## src/rtl/fetch_stage_pkg.sv

```systemverilog
// Shared types and constants for the instruction fetch stage.
package fetch_stage_pkg;

  localparam logic [63:0] PC_RESET_DEFAULT = 64'h0000_0000_8000_0000;
  localparam logic [63:0] PC_STEP          = 64'd4;

  // One fetched instruction as handed to decode.
  typedef struct packed {
    logic [31:0] raw_instr;
    logic [63:0] pc;
  } fetch_data_t;

  // Output-side entry: fetch data plus the misaligned-fetch flag.
  typedef struct packed {
    logic        exc;
    fetch_data_t data;
  } fetch_entry_t;

  typedef enum logic [1:0] {
    S_ADDR,
    S_DATA,
    S_HOLD,
    S_DROP
  } fetch_state_t;

  // Sequential PC advance; wraps modulo 2^64.
  function automatic logic [63:0] pc_next(input logic [63:0] pc);
    return pc + PC_STEP;
  endfunction

endpackage

```

## src/rtl/fetch_stage_skid.sv

```systemverilog
// Output register plus one-entry stash for the fetch stage.
// A push goes straight to the output register when it is empty or being
// drained this cycle; otherwise it lands in the stash. The stash refills the
// output register as soon as decode accepts. Flush empties both.
// The producer must only push while the stash is empty.
module fetch_stage_skid
  import fetch_stage_pkg::*;
(
  input  logic         clk,
  input  logic         rst_n,
  input  logic         flush,
  input  logic         in_valid,
  input  fetch_entry_t in_data,
  input  logic         out_ready,
  output logic         out_valid,
  output fetch_entry_t out_data
);

  logic         out_valid_q, out_valid_d;
  logic         stash_valid_q, stash_valid_d;
  fetch_entry_t out_q, out_d;
  fetch_entry_t stash_q, stash_d;

  // Next-state for output register and stash; flush overrides any load.
  always_comb begin
    out_valid_d   = out_valid_q;
    out_d         = out_q;
    stash_valid_d = stash_valid_q;
    stash_d       = stash_q;
    if (flush) begin
      out_valid_d   = 1'b0;
      stash_valid_d = 1'b0;
    end else if (stash_valid_q) begin
      if (out_ready) begin
        out_d         = stash_q;
        out_valid_d   = 1'b1;
        stash_valid_d = 1'b0;
      end
    end else if (in_valid) begin
      if (!out_valid_q || out_ready) begin
        out_d       = in_data;
        out_valid_d = 1'b1;
      end else begin
        stash_d       = in_data;
        stash_valid_d = 1'b1;
      end
    end else if (out_ready) begin
      out_valid_d = 1'b0;
    end
  end

  // Register state; reset clears the visible output data as well.
  always_ff @(posedge clk or negedge rst_n) begin
    if (!rst_n) begin
      out_valid_q   <= 1'b0;
      out_q         <= '0;
      stash_valid_q <= 1'b0;
      stash_q       <= '0;
    end else begin
      out_valid_q   <= out_valid_d;
      out_q         <= out_d;
      stash_valid_q <= stash_valid_d;
      stash_q       <= stash_d;
    end
  end

  assign out_valid = out_valid_q;
  assign out_data  = out_q;

endmodule

```

## src/rtl/fetch_stage.sv

```systemverilog
// IF stage: owns the PC, drives the instruction bus, returns {raw_instr, pc}
// to decode over valid/ready, and discards responses made stale by a redirect.
// Optional feature FETCH_MISALIGN_EN: a misaligned PC raises out_exc instead
// of fetching; when undefined, redirect targets are forced word-aligned.
module fetch_stage
  import fetch_stage_pkg::*;
#(
  parameter logic [63:0] PC_RESET = PC_RESET_DEFAULT
) (
  input  logic        clk,
  input  logic        reset,
  output logic        ireq_valid,
  output logic [63:0] ireq_addr,
  input  logic        iresp_addr_ok,
  input  logic        iresp_data_ok,
  input  logic [31:0] iresp_data,
  input  logic        redirect_valid,
  input  logic [63:0] redirect_pc,
  output logic        out_valid,
  output logic [95:0] out_data,
  input  logic        out_ready,
  output logic        out_exc
);

  fetch_state_t state_q, state_d;
  logic [63:0]  pc_q, pc_d;
  logic [63:0]  req_addr_q, req_addr_d;
  logic         kill_q, kill_d;
  logic [63:0]  redir_pc;
  logic         req_live;
  logic         direct;
  logic         take;
  logic         push;
  fetch_entry_t push_entry;
  logic         skid_out_valid;
  fetch_entry_t out_entry;

`ifdef FETCH_MISALIGN_EN
  logic misalign;
  logic park_q, park_d;

  assign redir_pc = redirect_pc;
  assign misalign = (req_addr_q[1:0] != 2'b00);
  assign req_live = (state_q == S_ADDR) && !misalign;
`else
  assign redir_pc = redirect_pc & ~64'h3;
  assign req_live = (state_q == S_ADDR);
`endif

  // A response can go straight to decode when the output slot is free or draining.
  assign direct = !skid_out_valid || out_ready;

  // FSM next state, PC update, kill tracking and skid push.
  // req_addr is frozen while an unaccepted request is on the bus so a
  // redirect cannot change it mid-handshake; otherwise it follows pc_d.
  always_comb begin
    state_d                   = state_q;
    pc_d                      = pc_q;
    kill_d                    = kill_q;
    take                      = 1'b0;
    push                      = 1'b0;
    push_entry.exc            = 1'b0;
    push_entry.data.raw_instr = iresp_data;
    push_entry.data.pc        = pc_q;
`ifdef FETCH_MISALIGN_EN
    park_d                    = park_q;
`endif
    unique case (state_q)
      S_ADDR: begin
`ifdef FETCH_MISALIGN_EN
        if (misalign) begin
          if (redirect_valid) begin
            pc_d = redir_pc;
          end else begin
            push                      = 1'b1;
            push_entry.exc            = 1'b1;
            push_entry.data.raw_instr = '0;
            state_d                   = S_HOLD;
            park_d                    = 1'b1;
          end
        end else
`endif
        if (redirect_valid) begin
          pc_d = redir_pc;
          if (iresp_addr_ok && iresp_data_ok) begin
            state_d = S_ADDR;
            kill_d  = 1'b0;
          end else if (iresp_addr_ok) begin
            state_d = S_DROP;
            kill_d  = 1'b1;
          end else begin
            kill_d = 1'b1;
          end
        end else if (iresp_addr_ok) begin
          if (kill_q) begin
            if (iresp_data_ok) begin
              state_d = S_ADDR;
              kill_d  = 1'b0;
            end else begin
              state_d = S_DROP;
            end
          end else if (iresp_data_ok) begin
            take = 1'b1;
          end else begin
            state_d = S_DATA;
          end
        end
      end
      S_DATA: begin
        if (redirect_valid) begin
          pc_d    = redir_pc;
          kill_d  = !iresp_data_ok;
          state_d = iresp_data_ok ? S_ADDR : S_DROP;
        end else if (iresp_data_ok) begin
          take = 1'b1;
        end
      end
      S_HOLD: begin
        if (redirect_valid) begin
          pc_d    = redir_pc;
          state_d = S_ADDR;
          kill_d  = 1'b0;
`ifdef FETCH_MISALIGN_EN
          park_d  = 1'b0;
        end else if (out_ready && !park_q) begin
`else
        end else if (out_ready) begin
`endif
          pc_d    = pc_next(pc_q);
          state_d = S_ADDR;
        end
      end
      S_DROP: begin
        if (redirect_valid) begin
          pc_d = redir_pc;
        end
        if (iresp_data_ok) begin
          state_d = S_ADDR;
          kill_d  = 1'b0;
        end
      end
      default: state_d = S_ADDR;
    endcase
    if (take) begin
      push = 1'b1;
      if (direct) begin
        pc_d    = pc_next(pc_q);
        state_d = S_ADDR;
      end else begin
        state_d = S_HOLD;
      end
    end
    req_addr_d = (req_live && !iresp_addr_ok) ? req_addr_q : pc_d;
  end

  // FSM, PC and request-address registers.
  always_ff @(posedge clk or negedge reset) begin
    if (!reset) begin
      state_q    <= S_ADDR;
      pc_q       <= PC_RESET;
      req_addr_q <= PC_RESET;
      kill_q     <= 1'b0;
    end else begin
      state_q    <= state_d;
      pc_q       <= pc_d;
      req_addr_q <= req_addr_d;
      kill_q     <= kill_d;
    end
  end

`ifdef FETCH_MISALIGN_EN
  // Park flag: stage waits for a redirect after reporting a misaligned PC.
  always_ff @(posedge clk or negedge reset) begin
    if (!reset) begin
      park_q <= 1'b0;
    end else begin
      park_q <= park_d;
    end
  end
`endif

  fetch_stage_skid u_skid (
    .clk       (clk),
    .rst_n     (reset),
    .flush     (redirect_valid),
    .in_valid  (push),
    .in_data   (push_entry),
    .out_ready (out_ready),
    .out_valid (skid_out_valid),
    .out_data  (out_entry)
  );

  // Bus request is suppressed combinationally while reset is asserted.
  assign ireq_valid = reset && req_live;
  assign ireq_addr  = ireq_valid ? req_addr_q : '0;
  assign out_valid  = skid_out_valid;
  assign out_data   = out_entry.data;
  assign out_exc    = out_entry.exc;

endmodule

```

## config.mk

```make
export PLATFORM = sky130hd
export DESIGN_NAME = fetch_stage
export DESIGN_NICKNAME = d
export VERILOG_FILES = /design/src/rtl/fetch_stage_pkg.sv /design/src/rtl/fetch_stage_skid.sv /design/src/rtl/fetch_stage.sv
export SDC_FILE = /design/constraint.sdc
export NUM_CORES = 1
export LEC_CHECK = 0
export ABC_AREA = 0
export ABC_CLOCK_PERIOD_IN_PS = 6200
export CAP_MARGIN = 20
export CELL_PAD_IN_SITES_DETAIL_PLACEMENT = 1
export CELL_PAD_IN_SITES_GLOBAL_PLACEMENT = 2
export CORE_MARGIN = 1.5
export CORE_UTILIZATION = 37
export DETAILED_ROUTE_END_ITERATION = 10
export PLACE_DENSITY_LB_ADDON = 0.1
export SKIP_CTS_REPAIR_TIMING = 1
export SLEW_MARGIN = 20
export SYNTH_ARGS = -nofsm -noshare
export SYNTH_HDL_FRONTEND = slang
export SYNTH_SLANG_ARGS = --single-unit
```

## constraint.sdc

```tcl
create_clock -name clk -period 6.2 [get_ports clk]
set_input_delay 1.24 -clock clk [delete_from_list [all_inputs] [get_ports clk]]
set_output_delay 1.24 -clock clk [all_outputs]
set_load 0.02 [all_outputs]
```

==> reports/results.ini, run 1 <==
[synth]
synth_seq_area_share_pct = 52.6
yosysUniqueCellTypes = 68
synth-seq-cells = 325
syn_inst = 1492
synth_area_um2 = 15500
synth_fp_nets = 1595
synthArstFlopShare_pct = 100
syn_avg_cell_area_um2 = 10.4
synthFlopType = dfrtp_1
synth_edf_count = 0
yosys_warnings = 0

[pwr]
p_sw_mw = 2.81
peakVddDrop_mv = 0.230
p_clk_share_pct = 27.8
p_int_mw = 5.17
p_leak_nw = 8.38
sequentialPowerShare_pct = 40.0
comb_power_share_pct = 32.2
power.density_nw_per_um2 = 403
p_sw_share_pct = 35.2

[global_route]
grt_antenna_before_repair = 1
grt_pass1_wl_um = 79800
overflow = 0
grt_max_degree = 127
grt_pass1_vias = 13300
grt_usage_pct = 23.7

[worst_setup_path]
r2r-end = pc_q[62]
cp.required_ps = 4960
r2r_slack_ps = 2740
crit_family = buffers and inverters
crit_start = reset
r2r_start = pc_q[3]
critPathBufInv = 3
crit_chain = buf_8, and3_2, buf_4, and2_1, clkdlybuf4s50_1
worstPathArrival_ps = 3500
crit_slowest_cell = and3_2
startpoint_type = input port
ff2ff_path_depth = 7
cp_max_fo = 43
critPathKind = input port to primary output
end_kind = primary output
path_depth = 5
max_stage_delay_ps = 690
setup.worst_path.end = ireq_addr[45]

[die]
initial_core_util_pct = 37.7
die_w_um = 207
core_area_um2 = 41000
pin_count = 265
num_rows = 74
die-area_um2 = 43100
die_y_um = 207

[clocking]
cts.clk_slew.worst_paths_ps = 50
cts.sinks = 325
cts_root_buf = clkbuf_16
htree_levels = 2
cts_made_buffers = 39
tritoncts = yes
clkLatencyLatePin_ps = 550
cts_buffer_depth = 3

[timing]
finalSetupTns_ps = 0
slew_headroom_pct = 25.1
fin_crit_sh_pct = 76.5
max_freq_mhz = 211
finalClockSkew_ps = 18.9
hold_violations = 0
setup_viol = 0
fin_crit_ps = 4740
rsz0062_at_grt = no
drv_slew = 0
worst_pin_slew_ps = 1110

[place]
portBuffers = 261
gp_congestion = 0.773
placed_cell_area_um2 = 18600
dpl.hpwl_um = 34100
dp_cells = 2201

[routing]
wl_met3_um = 2140
wl_per_cell_um = 22.1
num_vias = 12500
met2_length_um = 23600
top_signal_layer_used = met5
antenna_left = 0
dr.pass1.iters = 11
drtIter0Drc = 704
wl_um = 50100
viasPerCell = 5.53
drc_errors = 16
wl_met1_um = 23500

[final_layout]
fillers = 4507
fin_area_um2 = 19800
diodes = 0
multiInputGateArea_um2 = 6920
final_cell_count_no_fill = 2269
fin_nets = 1813
syn2layout_area_growth_pct = 28.1
regArea_um2 = 8140
drive_above_1_share_pct = 12.7
postLayoutCoreUtil_pct = 48.3

[hold_path]
min_path_type = flip-flop to flip-flop

[status]
violations = design-rule violations
status = complete, but fails checks

[job]
maxCapViolCount = 0

-- per-stage QoR --
stage                     hold slack, ps  power [mW]  setup slack (ps)
final                                473        7.98              1460
after CTS                            481        8.09              1380
after global placement               461        5.75              1440
after global routing                 508        8.44              1290
after floorplan                      440        4.46              2880
after detailed placement             469        5.82              1390
-- synth_stat cells, drive strengths merged (4+ instances only) --
| library cell | n | area, µm² |
|---|---|---|
| dfrtp | 323 | 8080 |
| nand2 | 199 | 747 |
| o21ai | 147 | 736 |
| mux2 | 113 | 1270 |
| mux2i | 97 | 971 |
| clkbuf | 90 | 340 |
| and2 | 70 | 438 |
| nand3 | 52 | 260 |
| nor2 | 52 | 195 |
| and3 | 30 | 188 |
| nor3 | 28 | 145 |
| a31oi | 25 | 156 |
| nand4 | 25 | 163 |
| a21oi | 24 | 120 |
| nor4 | 20 | 131 |
| buf | 19 | 81.3 |
| a22oi | 13 | 97.6 |
| a41oi | 13 | 121 |
| inv | 13 | 48.8 |
| o311ai | 12 | 105 |
| a221o | 9 | 90.1 |
| and4 | 8 | 70.1 |
| or3 | 8 | 50.1 |
| or4 | 8 | 63.8 |
| a211oi | 7 | 52.6 |
| o211ai | 6 | 45.0 |
| a31o | 5 | 43.8 |
| nand2b | 5 | 31.3 |
| nor2b | 5 | 31.3 |
| o21a | 5 | 37.5 |
| nor4b | 4 | 35.0 |
| o21bai | 4 | 30.0 |
| o31ai | 4 | 30.0 |
| xor2 | 4 | 35.0 |
-- worst min-delay path: stages (launching register included) --
cell     delay, ps
dfrtp_1        330
nand2_1         50
o21ai_0         60
-- power groups by stage --
| stage | clock network, mW | logic (mW) | registers [mW] |
|---|---|---|---|
| after floorplan | 0 | 1.07 | 3.39 |
| after global placement | 0 | 2.54 | 3.21 |
| after detailed placement | 0 | 2.59 | 3.23 |
| after CTS | 2.29 | 2.61 | 3.20 |
| after global routing | 2.37 | 2.78 | 3.29 |
| final | 2.22 | 2.57 | 3.19 |
-- sequential cells by signal, summed over array words and instances, names as in the netlist --
| signal | count |
|---|---|
| kill_q | 1 |
| pc_q | 64 |
| req_addr_q | 64 |
| state_q | 2 |
| u_skid.out_data | 96 |
| u_skid.out_valid | 1 |
| u_skid.stash_q | 96 |
| u_skid.stash_valid_q | 1 |
-- layer usage --
metal	vias up	GRT usage, %
met5	-	0
met4	2	6.57
met3	56	3.36
met2	283	38.5
met1	6375	33.1
li1	5833	-
-- final cells by class --
class,instances,share of cell area (%)
clock inverters,10,0.398
multi-input cells,1045,34.9
flip-flops and latches,325,41.1
well taps,532,3.36
clock buffers,58,5.75
inverters,13,0.246
repair buffers,286,14.3
-- placed cells by master, fill, tap and decap left out, types with 10 or more instances in the layout --
master,count
dfrtp_1,322
clkdlybuf4s50_1,259
nand2_1,198
o21ai_0,147
mux2_2,113
mux2i_1,97
and2_1,70
nor2_1,51
nand3_1,51
clkbuf_16,41
and3_1,29
nor3_1,26
a31oi_1,25
nand4_1,24
a21oi_1,23
buf_4,23
nor4_1,19
inv_1,13
a22oi_1,13
a41oi_1,12
clkbuf_1,12
o311ai_0,10
-- kinds of logic after synthesis --
family                     share of synthesized area, %
xor gates and xnor gates                          0.396
adders and majority gates                        0.0809
DFF                                                52.6
muxes                                              14.5
and+or+nand+nor                                    17.1
other                                            0.0242
buffers and inverters                              3.04
AOI/OAI and AO/OA                                  12.2
-- worst min path at each step --
stage,start,endpoint,slack (ps),cells after the start
floorplan,req_addr_q[14],req_addr_q[14],440,2
global placement,u_skid.out_data[80],u_skid.out_data[80],460,2
detailed placement,u_skid.out_data[92],u_skid.out_data[92],470,2
CTS,u_skid.out_data[92],u_skid.out_data[92],480,2
global route,req_addr_q[11],req_addr_q[11],510,1
finish,u_skid.out_data[92],u_skid.out_data[92],470,2
Power figures use the tool's default switching activity.
==> run 2: changes to the inputs <==
--- a/config.mk
+++ b/config.mk
@@ -6,12 +6,12 @@
 export NUM_CORES = 1
 export LEC_CHECK = 0
 export ABC_AREA = 0
-export ABC_CLOCK_PERIOD_IN_PS = 6200
+export ABC_CLOCK_PERIOD_IN_PS = 4900
 export CAP_MARGIN = 20
 export CELL_PAD_IN_SITES_DETAIL_PLACEMENT = 1
 export CELL_PAD_IN_SITES_GLOBAL_PLACEMENT = 2
 export CORE_MARGIN = 1.5
-export CORE_UTILIZATION = 37
+export CORE_UTILIZATION = 34
 export DETAILED_ROUTE_END_ITERATION = 10
 export PLACE_DENSITY_LB_ADDON = 0.1
 export SKIP_CTS_REPAIR_TIMING = 1
==> constraint.sdc (replaced) <==
create_clock -name clk -period 4.9 [get_ports clk]
set_input_delay 0.98 -clock clk [delete_from_list [all_inputs] [get_ports clk]]
set_output_delay 0.98 -clock clk [all_outputs]
set_load 0.02 [all_outputs]
==> run 2 against run 1 <==
  * The run now ends clean
  * Sequential cell count did not move
  * Sequential power increased by 26%
  * Sequential share of layout area is 0.53 points lower
  * Combinational power rose by 28%
  * Largest cell class unchanged
==> reports/results.ini, run 2 (same netlist as run 1, synthesis figures left out) <==
[status]
status = finished clean

[worst_setup_path]
crit_chain = inv_1, and3_2, buf_12, and2_1, clkdlybuf4s50_1
worstPathArrival_ps = 2760  ; -740 ps
max_stage_delay_ps = 640  ; -50 ps
cp.required_ps = 3920  ; -1040 ps
crit_slowest_cell = clkdlybuf4s50_1
crit_family = buffers and inverters
end_kind = primary output
cp_max_fo = 54  ; +26%
critPathBufInv = 3  ; unchanged
critPathKind = flip-flop to primary output
startpoint_type = flip-flop

[timing]
slew_headroom_pct = 26.5  ; +1.4 points
drv_slew = 0  ; unchanged
setup_viol = 0  ; unchanged
finalClockSkew_ps = 23.6  ; +4.75 ps
fin_crit_sh_pct = 76.3
worst_pin_slew_ps = 1090  ; -22.7 ps
hold_violations = 0  ; unchanged
rsz0062_at_grt = no
fin_crit_ps = 3740
finalSetupTns_ps = 0  ; unchanged
max_freq_mhz = 267

[global_route]
grt_pass1_vias = 13300  ; -0.15%
grt_max_degree = 151  ; +19%
grt_pass1_wl_um = 80600  ; +1.0%
overflow = 0  ; unchanged
grt_antenna_before_repair = 2  ; +1
grt_usage_pct = 22.2  ; -1.5 points

[die]
num_rows = 77  ; +4.1%
die-area_um2 = 46800  ; +8.7%
pin_count = 265  ; unchanged
die_w_um = 216  ; +4.3%
core_area_um2 = 44500  ; +8.5%
die_y_um = 216  ; +4.3%
initial_core_util_pct = 34.8  ; -3.0 points

[final_layout]
final_cell_count_no_fill = 2341  ; +3.2%
fin_nets = 1823  ; +0.55%
syn2layout_area_growth_pct = 29.8
drive_above_1_share_pct = 13.5  ; +0.79 points
fin_area_um2 = 20100  ; +1.3%
layout_common_cells = dfrtp_1, clkdlybuf4s50_1, nand2_1, o21ai_0, mux2_2
layout_commonest_cell = dfrtp_1

[job]
maxCapViolCount = 0  ; unchanged

[place]
dpl.hpwl_um = 35400  ; +3.6%
gp_congestion = 0.779  ; +0.71%
placed_cell_area_um2 = 18800  ; +0.99%
portBuffers = 261  ; unchanged
dp_cells = 2271  ; +3.2%

[routing]
drtIter0Drc = 740  ; +5.1%
viasPerCell = 5.35  ; -3.2%
antenna_left = 0  ; unchanged
wl_um = 51400  ; +2.5%
num_vias = 12500  ; -0.17%
dr.pass1.iters = 4  ; -7
drc_errors = 0  ; -16
wl_per_cell_um = 22.0  ; -0.66%

[clocking]
cts_root_buf = clkbuf_16
cts.clk_slew.worst_paths_ps = 60  ; about the same
tritoncts = yes
cts.sinks = 325  ; unchanged
htree_levels = 2  ; unchanged
cts_made_buffers = 39  ; unchanged
clkLatencyLatePin_ps = 560  ; about the same
cts_buffer_depth = 3  ; unchanged

[hold_path]
min_path_type = input port to async pin

[pwr]
p_leak_nw = 8.48  ; +1.2%
peakVddDrop_mv = 0.240  ; +4.5%
power.density_nw_per_um2 = 510  ; +27%

## run 2: per-stage QoR
step | hold WS [ps] | utilization, % | worst slack [ps] | power [mW]
2_1_floorplan | 440 | - | 1980 | 5.64
3_3_place_gp | 458 | 42.2 | 859 | 7.30
3_5_place_dp | 470 | 42.2 | 793 | 7.39
4_1_cts | 218 | 45.1 | 1120 | 10.4
5_1_grt | 233 | 45.1 | 1010 | 10.8
6_report | 244 | 45.1 | 1160 | 10.2
## run 2: where the power goes
| part | total, mW | internal [mW] | switching, mW | leakage (nW) |
|---|---|---|---|---|
| combinational | 3.28 | 1.48 | 1.80 | 3.69 |
| clock | 2.95 | 1.79 | 1.16 | 0.626 |
| sequential | 4.02 | 3.42 | 0.600 | 4.16 |
| total | 10.2 | 6.68 | 3.56 | 8.48 |
## run 2: worst paths after layout
path                                  endpoint                from  slack, ps  cells after the start
setup / recovery                 ireq_addr[47]          state_q[0]       1160                      5
hold reg to reg             u_skid.out_data[6]  u_skid.out_data[6]        470                      2
max in group asynchronous       req_addr_q[53]               reset       2760                      3
min in group clk            u_skid.out_data[6]  u_skid.out_data[6]        470                      2
hold / removal             u_skid.out_data[17]               reset        240                      1
setup reg to reg                req_addr_q[48]             pc_q[2]       1470                      7
## run 2: final cells by class
| type | instances | area [µm²] |
|---|---|---|
| clock inverter | 12 | 180 |
| sequential | 325 | 8140 |
| tap | 592 | 741 |
| antenna | 2 | 5.00 |
| clock buffer | 56 | 1110 |
| fill | 4902 | 24400 |
| timing repair buffer | 296 | 2940 |
| multi-input combinational | 1045 | 6910 |
| inverter | 13 | 48.8 |
## run 2: layer usage
metal	up-vias	global-route usage, %	part of all wire (%)	wire length, µm
met3	60	2.99	3.7	1910
met2	260	35.4	46	23800
li1	5841	-	-	-
met4	0	6.71	2.3	1190
met1	6367	31.4	48	24500
met5	-	0	0	0
## run 2: worst register-to-register path, delay by kind of cell (launching register included)
family | cells | cell delay (ps)
fa+ha+maj | 1 | 280
flops | 1 | 480
compound gates | 3 | 730
simple gates | 3 | 1770
==> run 3: changes to the inputs <==
--- a/config.mk
+++ b/config.mk
@@ -6,12 +6,12 @@
 export NUM_CORES = 1
 export LEC_CHECK = 0
 export ABC_AREA = 0
-export ABC_CLOCK_PERIOD_IN_PS = 4900
+export ABC_CLOCK_PERIOD_IN_PS = 3100
 export CAP_MARGIN = 20
 export CELL_PAD_IN_SITES_DETAIL_PLACEMENT = 1
 export CELL_PAD_IN_SITES_GLOBAL_PLACEMENT = 2
 export CORE_MARGIN = 1.5
-export CORE_UTILIZATION = 34
+export CORE_UTILIZATION = 31
 export DETAILED_ROUTE_END_ITERATION = 10
 export PLACE_DENSITY_LB_ADDON = 0.1
 export SKIP_CTS_REPAIR_TIMING = 1
==> constraint.sdc (replaced) <==
create_clock -name clk -period 3.1 [get_ports clk]
set_input_delay 0.62 -clock clk [delete_from_list [all_inputs] [get_ports clk]]
set_output_delay 0.62 -clock clk [all_outputs]
set_load 0.02 [all_outputs]
==> run 3 against run 2 <==
  * First-iteration DRC count fell by 14%
  * Clock power rose by 57%
  * Sequential power rose by 57%
  * Critical path depth fell by 1
  * Power rose by 61%
  * Critical endpoint is now ireq_valid
  * Worst hold slack got worse by 40 ps
  * Utilization fell by 2.8 points
  * Highest routed layer is now met5
  * Routed wire length rose by 6.2%
==> reports/results.ini, run 3 (same netlist as run 1, synthesis figures left out) <==
[status]
status = finished clean

[final_layout]
drive_above_1_share_pct = 16.3  ; +2.8 points
postLayoutCoreUtil_pct = 42.3  ; -2.8 points
fin_area_um2 = 20800  ; +3.5%
syn2layout_area_growth_pct = 34.3
layout_common_cells = dfrtp_1, nand2_1, clkdlybuf4s50_1, o21ai_0, mux2_2
fin_nets = 1871  ; +2.6%
layout_commonest_cell = dfrtp_1

[timing]
hold_violations = 0  ; unchanged
max_freq_mhz = 343
finalClockSkew_ps = 28.7  ; +5.05 ps
setup_viol = 0  ; unchanged
finalSetupTns_ps = 0  ; unchanged
drv_slew = 0  ; unchanged
fin_crit_ps = 2920
hold_ws_ps = 204  ; -40.3 ps
rsz0062_at_grt = no
worst_pin_slew_ps = 934  ; -158 ps
fin_crit_sh_pct = 94.2
slew_headroom_pct = 37.7  ; +11 points

[global_route]
grt_antenna_before_repair = 7  ; +5
grt_max_degree = 156  ; +3.3%
grt_pass1_vias = 13200  ; -0.81%
grt_usage_pct = 20.9  ; -1.3 points
grt_pass1_wl_um = 81400  ; +0.88%
overflow = 0  ; unchanged

[routing]
antenna_left = 0  ; unchanged
drc_errors = 0  ; unchanged
num_vias = 12700  ; +1.4%
viasPerCell = 5.16  ; -3.6%
drtIter0Drc = 637  ; -14%
wl_um = 54600  ; +6.2%
dr.pass1.iters = 4  ; unchanged
wl_per_cell_um = 22.2  ; +1.0%

[clocking]
cts.clk_slew.worst_paths_ps = 60  ; about the same
cts_made_buffers = 39  ; unchanged
cts_buffer_depth = 3  ; unchanged
htree_levels = 2  ; unchanged
clkLatencyLatePin_ps = 570  ; about the same
tritoncts = yes
cts_root_buf = clkbuf_16
cts.sinks = 325  ; unchanged

[place]
placed_cell_area_um2 = 19300  ; +2.6%
dpl.hpwl_um = 37000  ; +4.5%
gp_congestion = 0.772  ; -0.82%
portBuffers = 261  ; unchanged

[worst_setup_path]
crit_slowest_cell = clkdlybuf4s50_1
worstPathArrival_ps = 2300  ; -460 ps
max_stage_delay_ps = 620  ; -20 ps
cp.required_ps = 2480  ; -1440 ps
critPathBufInv = 3  ; unchanged
end_kind = primary output
startpoint_type = flip-flop
crit_chain = inv_1, and3_4, clkbuf_16, clkdlybuf4s50_1
crit_family = buffers and inverters
cp_max_fo = 16  ; -70%
critPathKind = flip-flop to primary output

[die]
die_w_um = 226  ; +4.7%
die_y_um = 226  ; +4.7%
num_rows = 81  ; +5.2%
die-area_um2 = 51300  ; +9.5%
pin_count = 265  ; unchanged
initial_core_util_pct = 31.5  ; -3.2 points
core_area_um2 = 49100  ; +10%

[job]
maxCapViolCount = 0  ; unchanged

[hold_path]
min_path_type = input port to async pin

[pwr]
peakVddDrop_mv = 0.336  ; +40%
power.density_nw_per_um2 = 793  ; +55%
power_mw = 16.5  ; +61%
p_leak_nw = 9.68  ; +14%

==> run 3: cell count changes in the layout (fill, tap and decap cells not counted), moves of 2 or more <==
cell,delta
buf_12,+6
buf_4,+44
bufinv_16,-2
clkbuf_1,-4
clkbuf_16,+2
clkbuf_8,+6
clkdlybuf4s50_1,-59
dlymetal6s2s_1,+54
==> run 3: through the flow <==
| step | std cells | setup slack [ps] |
|---|---|---|
| 2_1_floorplan | 1492 | 538 |
| 5_1_grt | 2460 | 17.9 |
| 3_5_place_dp | 2388 | 49.7 |
| 3_3_place_gp | 2388 | 116 |
| 6_report | 2461 | 181 |
| 4_1_cts | 2455 | -139 |
==> run 3: power breakdown <==
group	total [mW]	internal (mW)	switching (mW)
combinational	5.52	2.50	3.02
clock	4.63	2.79	1.84
sequential	6.32	5.41	0.913
total	16.5	10.7	5.77
==> run 3: metal layers <==
layer | share of wire, % | vias up | global-route usage [%] | wire length, µm
met5 | 0.068 | - | 0 | 37
met4 | 2.0 | 6 | 5.46 | 1100
met3 | 3.8 | 59 | 3.63 | 2090
met2 | 46 | 252 | 33.7 | 25300
met1 | 48 | 6430 | 29.0 | 26100
li1 | - | 5953 | - | -
==> run 3: layout make-up <==
class | instances | area (µm²)
Clock buffer | 58 | 1180
Antenna cell | 3 | 7.51
Inverter | 13 | 48.8
Fill cell | 5428 | 28300
Clock inverter | 9 | 113
Timing Repair Buffer | 344 | 3540
Sequential cell | 325 | 8140
Tap cell | 664 | 831
Multi-Input combinational cell | 1045 | 6920
==> run 3: final timing paths <==
| check | from | endpoint | slack [ps] | depth (start not counted) |
|---|---|---|---|---|
| min in group clk | redirect_valid | u_skid.out_valid | 440 | 3 |
| max in group asynchronous | reset | u_skid.out_data[43] | 1500 | 3 |
| worst min register to register | u_skid.out_data[69] | u_skid.out_data[69] | 470 | 2 |
| worst min-delay path | reset | u_skid.stash_q[95] | 200 | 2 |
| worst max-delay path | state_q[1] | ireq_valid | 180 | 4 |
| worst max register to register | pc_q[10] | req_addr_q[55] | 320 | 6 |
==> run 3: worst reg2reg max path: cells and delay by family, from the launching register on <==
| kind | cells | cell delay (ps) |
|---|---|---|
| AOI/OAI and AO/OA | 2 | 550 |
| muxes | 1 | 290 |
| DFF | 1 | 490 |
| and+or+nand+nor | 3 | 1310 |
